## src/rtl/blk2raster_pkg.sv

```systemverilog
// rtl/blk2raster_pkg.sv - shared types and widths for the block-to-raster reorder controller
package blk2raster_pkg;

   localparam int PIX_W  = 8;
   localparam int ADDR_W = 10;

   typedef enum logic {
      S_WRITE = 1'b0,
      S_READ  = 1'b1
   } state_t;

endpackage

```

## src/rtl/blk2raster_ctrl_if.sv

```systemverilog
// rtl/blk2raster_ctrl_if.sv - pixel streams and RAM port bundle; BLK2RASTER_FRAME_CNT_EN adds frame_done
interface blk2raster_ctrl_if;
   import blk2raster_pkg::*;

   logic [PIX_W-1:0]  in_data;
   logic              in_valid;
   logic              in_ready;
   logic [PIX_W-1:0]  out_data;
   logic              out_valid;
   logic              out_ready;
   logic              strip_done;
   logic [ADDR_W-1:0] ram_addr;
   logic [PIX_W-1:0]  ram_din;
   logic              ram_wr_en;
   logic              ram_rd_en;
   logic [PIX_W-1:0]  ram_dout;
`ifdef BLK2RASTER_FRAME_CNT_EN
   logic              frame_done;
`endif

   // Controller side
   modport master (
      input  in_data, in_valid, out_ready, ram_dout,
      output in_ready, out_data, out_valid, strip_done,
      output ram_addr, ram_din, ram_wr_en, ram_rd_en
`ifdef BLK2RASTER_FRAME_CNT_EN
      , output frame_done
`endif
   );

   // Producer, consumer and RAM side
   modport slave (
      output in_data, in_valid, out_ready, ram_dout,
      input  in_ready, out_data, out_valid, strip_done,
      input  ram_addr, ram_din, ram_wr_en, ram_rd_en
`ifdef BLK2RASTER_FRAME_CNT_EN
      , input frame_done
`endif
   );

endinterface

```

## src/rtl/blk2raster_addr_gen.sv

```systemverilog
// rtl/blk2raster_addr_gen.sv - block-order col/row/blk counters mapped to raster write addresses
module blk2raster_addr_gen
   import blk2raster_pkg::*;
#(
   parameter int IMG_W = 80
) (
   input  logic              clk,
   input  logic              rst_n,
   input  logic              step,
   input  logic              clear,
   output logic [ADDR_W-1:0] addr,
   output logic              last
);

   localparam int NB = IMG_W / 8;
   localparam int BW = (NB > 1) ? $clog2(NB) : 1;
   localparam logic [BW-1:0] BLK_LAST = BW'(NB - 1);

   logic [2:0]    col;
   logic [2:0]    row;
   logic [BW-1:0] blk;

   // Walk col fastest, then row, then block; clear wins over step
   always_ff @(posedge clk or negedge rst_n) begin
      if (!rst_n) begin
         col <= '0;
         row <= '0;
         blk <= '0;
      end else if (clear) begin
         col <= '0;
         row <= '0;
         blk <= '0;
      end else if (step) begin
         col <= col + 3'd1;
         if (col == 3'd7) begin
            row <= row + 3'd1;
            if (row == 3'd7) begin
               blk <= blk + BW'(1);
            end
         end
      end
   end

   assign last = (blk == BLK_LAST) && (row == 3'd7) && (col == 3'd7);
   assign addr = ADDR_W'(row) * ADDR_W'(IMG_W) + (ADDR_W'(blk) << 3) + ADDR_W'(col);

endmodule

```

## src/rtl/blk2raster_ctrl.sv

```systemverilog
// rtl/blk2raster_ctrl.sv - fills a one-strip RAM buffer in block order, drains it in raster order; BLK2RASTER_FRAME_CNT_EN adds frame counting
module blk2raster_ctrl
   import blk2raster_pkg::*;
#(
   parameter int IMG_W      = 80,
   parameter int NUM_STRIPS = 60
) (
   input  logic            clk,
   input  logic            rst_n,
   blk2raster_ctrl_if.master bus
);

   localparam int STRIP_SZ = IMG_W * 8;
   localparam logic [ADDR_W-1:0] RD_LAST = ADDR_W'(STRIP_SZ - 1);

   // Reject geometries the RAM buffer cannot hold
   if ((IMG_W % 8 != 0) || (STRIP_SZ > 1024) || (NUM_STRIPS < 1)) begin : g_bad_cfg
      $error("blk2raster_ctrl: unsupported IMG_W/NUM_STRIPS");
   end

   state_t            state;
   state_t            state_nxt;
   logic [ADDR_W-1:0] rd_ptr;
   logic [ADDR_W-1:0] wr_addr;
   logic              wr_last;
   logic              wr_xfer;
   logic              rd_xfer;
   logic              rd_last_hs;
   logic              strip_done_q;

   blk2raster_addr_gen #(.IMG_W(IMG_W)) u_addr_gen (
      .clk   (clk),
      .rst_n (rst_n),
      .step  (wr_xfer),
      .clear (wr_xfer & wr_last),
      .addr  (wr_addr),
      .last  (wr_last)
   );

   // State register
   always_ff @(posedge clk or negedge rst_n) begin
      if (!rst_n) begin
         state <= S_WRITE;
      end else begin
         state <= state_nxt;
      end
   end

   // Next state and RAM/stream outputs; in_ready is gated by rst_n so nothing is accepted during reset
   always_comb begin
      state_nxt     = state;
      wr_xfer       = 1'b0;
      rd_xfer       = 1'b0;
      bus.in_ready  = 1'b0;
      bus.out_valid = 1'b0;
      bus.out_data  = '0;
      bus.ram_addr  = '0;
      bus.ram_din   = '0;
      bus.ram_wr_en = 1'b0;
      bus.ram_rd_en = 1'b0;
      case (state)
         S_WRITE: begin
            bus.in_ready = rst_n;
            wr_xfer      = bus.in_valid & rst_n;
            if (wr_xfer) begin
               bus.ram_wr_en = 1'b1;
               bus.ram_din   = bus.in_data;
               bus.ram_addr  = wr_addr;
               if (wr_last) begin
                  state_nxt = S_READ;
               end
            end
         end
         S_READ: begin
            bus.ram_rd_en = 1'b1;
            bus.ram_addr  = rd_ptr;
            bus.out_valid = 1'b1;
            bus.out_data  = bus.ram_dout;
            rd_xfer       = bus.out_ready;
            if (rd_xfer && (rd_ptr == RD_LAST)) begin
               state_nxt = S_WRITE;
            end
         end
         default: state_nxt = S_WRITE;
      endcase
   end

   assign rd_last_hs = rd_xfer && (rd_ptr == RD_LAST);

   // Raster read pointer advances only on handshakes; strip_done follows the final one
   always_ff @(posedge clk or negedge rst_n) begin
      if (!rst_n) begin
         rd_ptr       <= '0;
         strip_done_q <= 1'b0;
      end else begin
         strip_done_q <= rd_last_hs;
         if (rd_xfer) begin
            rd_ptr <= rd_last_hs ? '0 : rd_ptr + ADDR_W'(1);
         end
      end
   end

   assign bus.strip_done = strip_done_q;

`ifdef BLK2RASTER_FRAME_CNT_EN
   localparam int SC_W = (NUM_STRIPS > 1) ? $clog2(NUM_STRIPS) : 1;
   localparam logic [SC_W-1:0] SC_LAST = SC_W'(NUM_STRIPS - 1);

   logic [SC_W-1:0] strip_cnt;
   logic            frame_done_q;

   // Count completed strips; frame_done coincides with the strip_done of the last strip
   always_ff @(posedge clk or negedge rst_n) begin
      if (!rst_n) begin
         strip_cnt    <= '0;
         frame_done_q <= 1'b0;
      end else begin
         frame_done_q <= rd_last_hs && (strip_cnt == SC_LAST);
         if (rd_last_hs) begin
            strip_cnt <= (strip_cnt == SC_LAST) ? '0 : strip_cnt + SC_W'(1);
         end
      end
   end

   assign bus.frame_done = frame_done_q;
`endif

endmodule

```

## src/flat_wrapper.sv

```systemverilog
// flat-port wrapper written by rule: the top's interface ports become plain ports
module blk2raster_ctrl_flat import blk2raster_pkg::*;
#(
   parameter int IMG_W      = 80,
   parameter int NUM_STRIPS = 60
)
  (clk, rst_n, bus_in_data, bus_in_valid, bus_out_ready, bus_ram_dout, bus_in_ready, bus_out_data, bus_out_valid, bus_strip_done, bus_ram_addr, bus_ram_din, bus_ram_wr_en, bus_ram_rd_en);
  blk2raster_ctrl_if bus_i ();
  input  logic clk;
  input  logic rst_n;
  input wire logic [$bits(bus_i.in_data)-1:0] bus_in_data;
  input wire logic [$bits(bus_i.in_valid)-1:0] bus_in_valid;
  input wire logic [$bits(bus_i.out_ready)-1:0] bus_out_ready;
  input wire logic [$bits(bus_i.ram_dout)-1:0] bus_ram_dout;
  output wire logic [$bits(bus_i.in_ready)-1:0] bus_in_ready;
  output wire logic [$bits(bus_i.out_data)-1:0] bus_out_data;
  output wire logic [$bits(bus_i.out_valid)-1:0] bus_out_valid;
  output wire logic [$bits(bus_i.strip_done)-1:0] bus_strip_done;
  output wire logic [$bits(bus_i.ram_addr)-1:0] bus_ram_addr;
  output wire logic [$bits(bus_i.ram_din)-1:0] bus_ram_din;
  output wire logic [$bits(bus_i.ram_wr_en)-1:0] bus_ram_wr_en;
  output wire logic [$bits(bus_i.ram_rd_en)-1:0] bus_ram_rd_en;
  assign bus_i.in_data = bus_in_data;
  assign bus_i.in_valid = bus_in_valid;
  assign bus_i.out_ready = bus_out_ready;
  assign bus_i.ram_dout = bus_ram_dout;
  assign bus_in_ready = bus_i.in_ready;
  assign bus_out_data = bus_i.out_data;
  assign bus_out_valid = bus_i.out_valid;
  assign bus_strip_done = bus_i.strip_done;
  assign bus_ram_addr = bus_i.ram_addr;
  assign bus_ram_din = bus_i.ram_din;
  assign bus_ram_wr_en = bus_i.ram_wr_en;
  assign bus_ram_rd_en = bus_i.ram_rd_en;
  blk2raster_ctrl #(.IMG_W(IMG_W), .NUM_STRIPS(NUM_STRIPS)) u_core (.clk(clk), .rst_n(rst_n), .bus(bus_i));
endmodule
```

## config.mk

```make
export PLATFORM = sky130hd
export DESIGN_NAME = blk2raster_ctrl_flat
export DESIGN_NICKNAME = d
export VERILOG_FILES = /design/src/rtl/blk2raster_pkg.sv /design/src/rtl/blk2raster_ctrl_if.sv /design/src/rtl/blk2raster_addr_gen.sv /design/src/rtl/blk2raster_ctrl.sv /design/src/flat_wrapper.sv
export SDC_FILE = /design/constraint.sdc
export NUM_CORES = 1
export LEC_CHECK = 0
export ABC_CLOCK_PERIOD_IN_PS = 4000
export CAP_MARGIN = 20
export CORE_MARGIN = 10
export CORE_UTILIZATION = 49
export CTS_BUF_LIST = sky130_fd_sc_hd__clkbuf_4 sky130_fd_sc_hd__clkbuf_8 sky130_fd_sc_hd__clkbuf_16
export CTS_CLUSTER_SIZE = 24
export DETAILED_ROUTE_END_ITERATION = 6
export GPL_TIMING_DRIVEN = 0
export PLACE_DENSITY = 0.85
export SYNTH_ARGS = -nofsm -noshare
export SYNTH_HDL_FRONTEND = slang
export SYNTH_SLANG_ARGS = --single-unit
```

## constraint.sdc

```tcl
create_clock -name clk -period 4 [get_ports clk]
set_clock_uncertainty 0.1 [all_clocks]
set_input_delay 0.8 -clock clk [delete_from_list [all_inputs] [get_ports clk]]
set_output_delay 0.8 -clock clk [all_outputs]
set_load 0.05 [all_outputs]
```

After elaboration in Yosys (flattened, before gate mapping) --
Index checks and enable logic that the tools add are counted.
Operators by class: add/subtract/negate cells 6, multiply operators 1, div/mod/pow operators 0, order comparisons 0, equality and inequality tests 4, shift operators 0, muxes and demuxes 25, bitwise operators 3, reductions and logical operators 9
Operators by type and width (number):
- $mux 8 | 3
- $mux 10 | 2
- $pmux 10 s2 | 1
- $mux 4 | 4
- $mux 3 | 5
- $add 10x1->10 const B | 1
- $add 10x3->10 | 1
- $add 10x7->10 | 1
- $eq 10x10->1 const B | 1
- $mux 1 | 9
- $add 3x1->3 const B | 2
- $eq 3x3->1 const B | 2
- $mul 3x3->6 const B | 1
- $reduce_bool 2->1 | 3
- $add 4x1->4 const B | 1
- $eq 4x4->1 const B | 1
- $logic_and 1x1->1 | 4
- $reduce_and 3->1 | 1
- $and 1x1->1 | 2
- $pmux 1 s2 | 1
- $reduce_and 2->1 | 1
- $not 1->1 | 1
Word-level totals: flip-flop bits (word level) 22, bits in latches 0, bits in writable memories 0, memory bits (read-only) 0, bits of input ports 20, output and inout port bits 31, word-level logic and storage cells 54, memories kept 0

Logic depth before layout (Yosys ltp) --
depth in word-level cells 6, depth in mapped cells 6

Cells and area by module --
A second synthesis with hierarchy kept.
Second synthesis, totals: cell total of the unflattened synthesis 162, area, all modules 1527.7 um^2
By module, submodules not included:
- blk2raster_ctrl | instances 1, cells each 92, area each 827.0 um^2, seq. area each 300.3 um^2
- blk2raster_addr_gen | instances 1, cells each 70, area each 700.7 um^2, seq. area each 250.2 um^2

Least setup slack after synthesis --
No wires, ideal clock.
path type register to output, start point reg u_core.u_addr_gen.row[0], end point out bus_ram_addr[8], arrival 2421 ps, slack 679 ps, cell stages (with the launch flop) 7, buffers on the path 0, cells stage by stage dfrtp_1 > ha_1 > fa_1 > a21oi_1 > nor2b_1 > xnor2_1 > o21ai_0
On the way: word-level cells in the longest chain between the ends 5
Ends and longest elaborated chain:
- from (decl) | line blk2raster_addr_gen.sv:20 | logic [2:0] row;
- from (signal assigned) | line blk2raster_addr_gen.sv:36 | row <= row + 3'd1;
- $mul 3x3->6 | line blk2raster_addr_gen.sv:45 | assign addr = ADDR_W'(row) * ADDR_W'(IMG_W) + (ADDR_W'(blk) << 3) + ADDR_W'(col);
- $add 10x7->10 | line blk2raster_addr_gen.sv:45
- $add 10x3->10 | line blk2raster_addr_gen.sv:45
- $mux 10 | line blk2raster_ctrl.sv:65 | if (wr_xfer) begin
- $pmux 10 s2 | line blk2raster_ctrl.sv:61 | case (state)
- to (decl) | line flat_wrapper.sv:19 | output wire logic [$bits(bus_i.ram_addr)-1:0] bus_ram_addr;
Every way passes these cells.

Final worst setup path --
start point reg u_core.u_addr_gen.row[0], end point out bus_ram_addr[9]
The elaborated chain is that of the path after synthesis.

==> out/results.txt <==
status = finished clean
Routed Wire Length = 3.91 mm
Cell Area, Synth = 0.00150 mm²
RSZ-0062 raised after global routing = no
FF+latch count, synth = 22
vias in the first global route = 1436
area occupied by multi-input gates = 901 µm²
largest net degree at the start of global routing = 24
Reg2Reg Setup Slack = 2040 ps
FF-to-FF Start = u_core.u_addr_gen.row[1]$_DFFE_PN0P_
ant diodes = 0
antenna-violating nets left = 0
max-cap violation count = 0
register area = 551 µm²
fraction of power consumed by combinational cells = 0.280
CTS clk-pin slew, worst paths = 140 ps
Area Overhead vs Synth = 39.4%
I/O Pins = 51
Pint = 0.420 mW
routability cong. = 0.906
Power per Cell Area = 291 mW/mm²
via/cell ratio = 5.58
Net Sw Frac = 0.311
Netlist cell types = 40
total power = 0.609 mW
Warnings, synthesis = 0
grt ovf = 0
total CTS buffers = 3
drt wl/cell = 15.9 µm
vias post-DR = 1372
Clock Latency Late Sink = 320 ps
dpl hpwl = 3.17 mm
power share of the clock group = 0.289
H-tree Lvls = 1
Sw Pwr = 0.189 mW
# rows = 20
Worst R2R End = u_core.u_addr_gen.row[0]$_DFFE_PN0P_
startpoint types = flop
Post-route DRC = 0
first-pass GRT wire length = 6.67 mm
Post-Layout Cell Count = 246
# fillers = 235
clk root buf = clkbuf_4
VDD IR-drop max = 132 µV
syn avg cell area = 9.45 µm²
leakage = 0.946 nW
ratio of cells with drive above 1 in the final layout = 0.0986
relative slew slack = 0.657
Slew @ Worst Pin = 513 ps
CTS tree = yes
sequential share of the synthesized area = 0.366
initial cell density of the core = 0.500
# setup viols final = 0
port buffer count = 50
WP data required = 3100 ps
die height = 75.4 µm
post-route clock period utilization = 0.958
Crit Path Class = reg -> out
WP data arrival = 2930 ps
NumNets Final = 248
CP Max Fanout = 4
Top FF cell, synth = dfrtp_1
WHS = 276 ps
clock buffer depth = 2
Initial DRC Count = 85
Setup crit end kind = primary output
Post-synth EDFFs = 0
Synthesized Nets = 193
core outline area = 0.00300 mm²
commonest cells after routing, fill and taps aside = clkdlybuf4s50_1 (49), dfrtp_1 (22), nand2_1 (20), and2_1 (16), ha_1 (13)
Synth async-reset ratio = 1.00
Worst Hold Class = in -> async
Synth Instances = 159
Inst Count DP = 242
fin crit period = 3830 ps
total global-route track usage = 0.146
max frequency = 261 MHz
Final Max Slew Viols = 0
Register-to-Register Path Depth = 6
Seq pwr share = 0.431
initial antenna violation count = 0
Final Hold Fails = 0
die width = 75.4 µm
first drt pass iteration count = 4
commonest non-fill, non-tap cell in the layout = clkdlybuf4s50_1
Die ar. = 0.00568 mm²
clk sinks = 22
state kept, by name, indices dropped and copies added, names as in the netlist:
register / cells
u_core.rd_ptr: 10
u_core.u_addr_gen.blk: 4
u_core.u_addr_gen.col: 3
u_core.u_addr_gen.row: 3
u_core.bus.strip_done: 1
u_core.state: 1
metal layers:
metal,share of wire,GRT usage,vias to the layer above,routed length [µm]
met5,0,0,-,0
met4,0.0059,0.0289,0,23
met3,0.069,0.0469,4,270
met2,0.54,0.269,37,2100
met1,0.39,0.160,658,1520
li1,-,-,673,-
power by group through the flow:
stage / logic (mW) / clock network, mW / registers (mW)
detailed placement: 0.173 / 0 / 0.266
global route: 0.188 / 0.186 / 0.265
floorplan: 0.111 / 0 / 0.261
finish: 0.170 / 0.176 / 0.263
global placement: 0.166 / 0 / 0.265
CTS: 0.173 / 0.178 / 0.262
timing repair:
item                       4_1_cts  5_1_grt
setup endpoints to repair       20        1
hold buffers                     0        0
resized for setup                5        1
buffers inserted                 0        0
per-stage QoR:
step            util  TNS [ps]  instance area [µm²]  setup slack, ps
6_report       0.698         0                 2090              168
5_1_grt        0.698         0                 2090             53.7
4_1_cts        0.697         0                 2090             38.5
3_5_place_dp   0.681    -11120                 2040             -780
3_3_place_gp   0.681     -9970                 2040             -731
2_1_floorplan      -         0                 1500              679
layout make-up:
cell class / count / share of cell area
buffer: 8 / 0.0209
clock buffer: 3 / 0.0108
clock inverter: 1 / 0.0143
inverter: 2 / 0.00358
multi-input combinational: 127 / 0.430
sequential: 22 / 0.263
tap: 33 / 0.0197
timing repair buffer: 50 / 0.238
cell families after synthesis:
group / share of synthesized area
muxes: 0.0150
DFF: 0.366
xor gates and xnor gates: 0.0466
buffers and inverters: 0.0341
adders and majority gates: 0.122
and+or+nand+nor: 0.266
AOI/OAI and AO/OA: 0.150
cells in the mapped netlist, types with 4 or more instances:
| cell | instances | area (µm²) |
|---|---|---|
| nand2_1 | 20 | 75.1 |
| o21ai_0 | 11 | 55.1 |
| buf_2 | 4 | 20.0 |
| xnor2_1 | 5 | 43.8 |
| a22o_1 | 10 | 87.6 |
| dfrtp_1 | 22 | 551 |
| and2_1 | 16 | 100 |
| nand3_1 | 7 | 35.0 |
| nand4_1 | 4 | 25.0 |
| ha_1 | 13 | 163 |
| nor2_1 | 7 | 26.3 |
how the worst max path moves through the flow:
stage	start	endpoint	slack, ps	cells past startpoint
5_1_grt	u_core.u_addr_gen.row[0]$_DFFE_PN0P_	bus_ram_addr[9]	50	6
2_1_floorplan	u_core.u_addr_gen.row[0]$_DFFE_PN0P_	bus_ram_addr[8]	680	6
3_3_place_gp	rst_n	bus_ram_addr[9]	-730	6
3_5_place_dp	rst_n	bus_ram_addr[9]	-780	6
6_report	u_core.u_addr_gen.row[0]$_DFFE_PN0P_	bus_ram_addr[9]	170	6
4_1_cts	rst_n	bus_ram_addr[9]	40	6
critical path: stages, from the launching register on:
cell	delay (ps)
dfrtp_1	450
ha_1	310
ha_1	330
a21oi_1	120
or4_1	490
nand3_1	100
clkdlybuf4s50_1	800
(Power assumes the default switching activity.)
==> patch: new RTL, same flow settings <==
`PIX_W`: 8 -> 10.
--- a/src/rtl/blk2raster_pkg.sv
+++ b/src/rtl/blk2raster_pkg.sv
@@ -2,5 +2,5 @@
 package blk2raster_pkg;
 
-   localparam int PIX_W  = 8;
+   localparam int PIX_W  = 10;
    localparam int ADDR_W = 10;
 
Interface: changed (resized bus_in_data, bus_out_data, bus_ram_din and bus_ram_dout); port bits go from 51 to 59. The function was not compared with the original's and may differ.
==> patch against the original RTL <==
Area after synthesis is 1.4% higher; hold slack better by 0.0035 ns; register-to-register slack worse by 0.05 ns; setup slack better by 0.012 ns; sequential share of layout area is 1.2 points lower; maximum frequency increased by 0.32%; global-route usage is 1.3 points higher; sequential cell count unchanged; total power is 1.6% higher; routed wire length is 10% higher; design area up 4.8%; synthesized cell count up 1.3%.
==> patch: results (changes against the original RTL) <==
run_status:
  status: "finished clean"
power:
  ir_worst_vdd_uv: 267  # +100%
  cellLeakagePower_nw: 0.995  # +5.2%
  seq_power_w: 0.000264  # about the same
  p_seq_frac: 0.426  # -0.005
  power_frac_comb: 0.295  # +0.015
  swShare: 0.312  # +0.00134
routing:
  num_vias: 1401  # +2.1%
  drt_iter0_drc: 122  # +44%
  dr_wl_met3_um: 296  # +9.6%
  wire_per_inst_um: 16.9  # +6.1%
  wl_met2_mm: 2.33  # +11%
  wl_met1_mm: 1.68  # +11%
  via_per_inst: 5.47  # -1.9%
synthesis:
  synthTopCellsByArea: "dfrtp_1 (36%), ha_1 (11%), and2_1 (8.2%)"
  synthTopCellsByCount: "dfrtp_1 (22), and2_1 (20), nand2_1 (18)"
  ys_seq_area_frac: 0.361  # -0.00511
  synth_cell_type_count: 41  # +2.5%
  synth.net_count: 199  # +3.1%
  netlist_instances: 161  # +1.3%
grt:
  grt_pass1_wl_mm: 7.15  # +7.2%
  use_met2: 0.294  # +0.0252
  grtUsageTotal: 0.160  # +0.0131
  grt_util_met3: 0.0560  # +0.00911
  grt_use_met1: 0.176  # +0.0152
placement:
  numPortBuffers: 58  # +16%
  dp_slack_ns: -0.768  # +0.0118 ns
  routabilityCongestion: 0.858  # -5.2%
  place_area_sq_mm: 0.00215  # +5.0%
  post-dp-hpwl_mm: 3.56  # +12%
  dp.cells: 252  # +4.1%
final_layout:
  reg_top3: "u_core.rd_ptr x10, u_core.u_addr_gen.blk x4"
  final_nets: 262  # +5.6%
  drive_above_1_share: 0.0852  # -0.0134
setup_path:
  crit_arrival_ns: 2.92  # about the same
  crit_path_max_incr_delay_ns: 0.80  # about the same
timing:
  max_slew_margin: 0.643  # -0.0138
cts:
  worstSkewPairLatency_ns: 0.31
## patch: cell families after synthesis
logic type,count (synthesis),share of synthesized area
AO/OA/AOI/OAI,33,0.149
XOR/XNOR,8,0.0460
adder cells (fa/ha/maj),14,0.120
buffers and inverters,10,0.0328
flip-flops,22,0.361
multiplexers,2,0.0148
AND/OR/NAND/NOR,72,0.276
## patch: worst register-to-register path, delay by kind of cell, from the launching register on
| family | cells | cell delay, ns |
|---|---|---|
| flip-flops | 1 | 0.48 |
| AND/OR/NAND/NOR | 3 | 0.63 |
| adder cells (fa/ha/maj) | 2 | 0.42 |
| multiplexers | 1 | 0.28 |
## patch: final timing paths
| check | start | slack (ns) | to | cells after the start |
|---|---|---|---|---|
| max | u_core.u_addr_gen.row[0]$_DFFE_PN0P_ | 0.18 | bus_ram_addr[9] | 6 |
| min | rst_n | 0.28 | u_core.rd_ptr[8]$_DFFE_PN0P_ | 1 |
| max reg2reg | u_core.u_addr_gen.row[1]$_DFFE_PN0P_ | 1.99 | u_core.u_addr_gen.row[0]$_DFFE_PN0P_ | 6 |
| min reg2reg | u_core.u_addr_gen.col[2]$_DFFE_PN0P_ | 0.44 | u_core.u_addr_gen.col[2]$_DFFE_PN0P_ | 2 |
| max in group asynchronous | rst_n | 3.27 | u_core.u_addr_gen.col[0]$_DFFE_PN0P_ | 1 |
| min in group clk | u_core.u_addr_gen.col[2]$_DFFE_PN0P_ | 0.44 | u_core.u_addr_gen.col[2]$_DFFE_PN0P_ | 2 |
## patch: layout make-up
type	instances	area, sq um
Sequential cell	22	551
Multi-Input combinational cell	129	923
Clock buffer	3	22.5
Fill cell	228	807
Clock inverter	1	30.0
Buffer	8	42.5
Timing Repair Buffer	58	578
Tap cell	33	41.3
Inverter	2	7.51
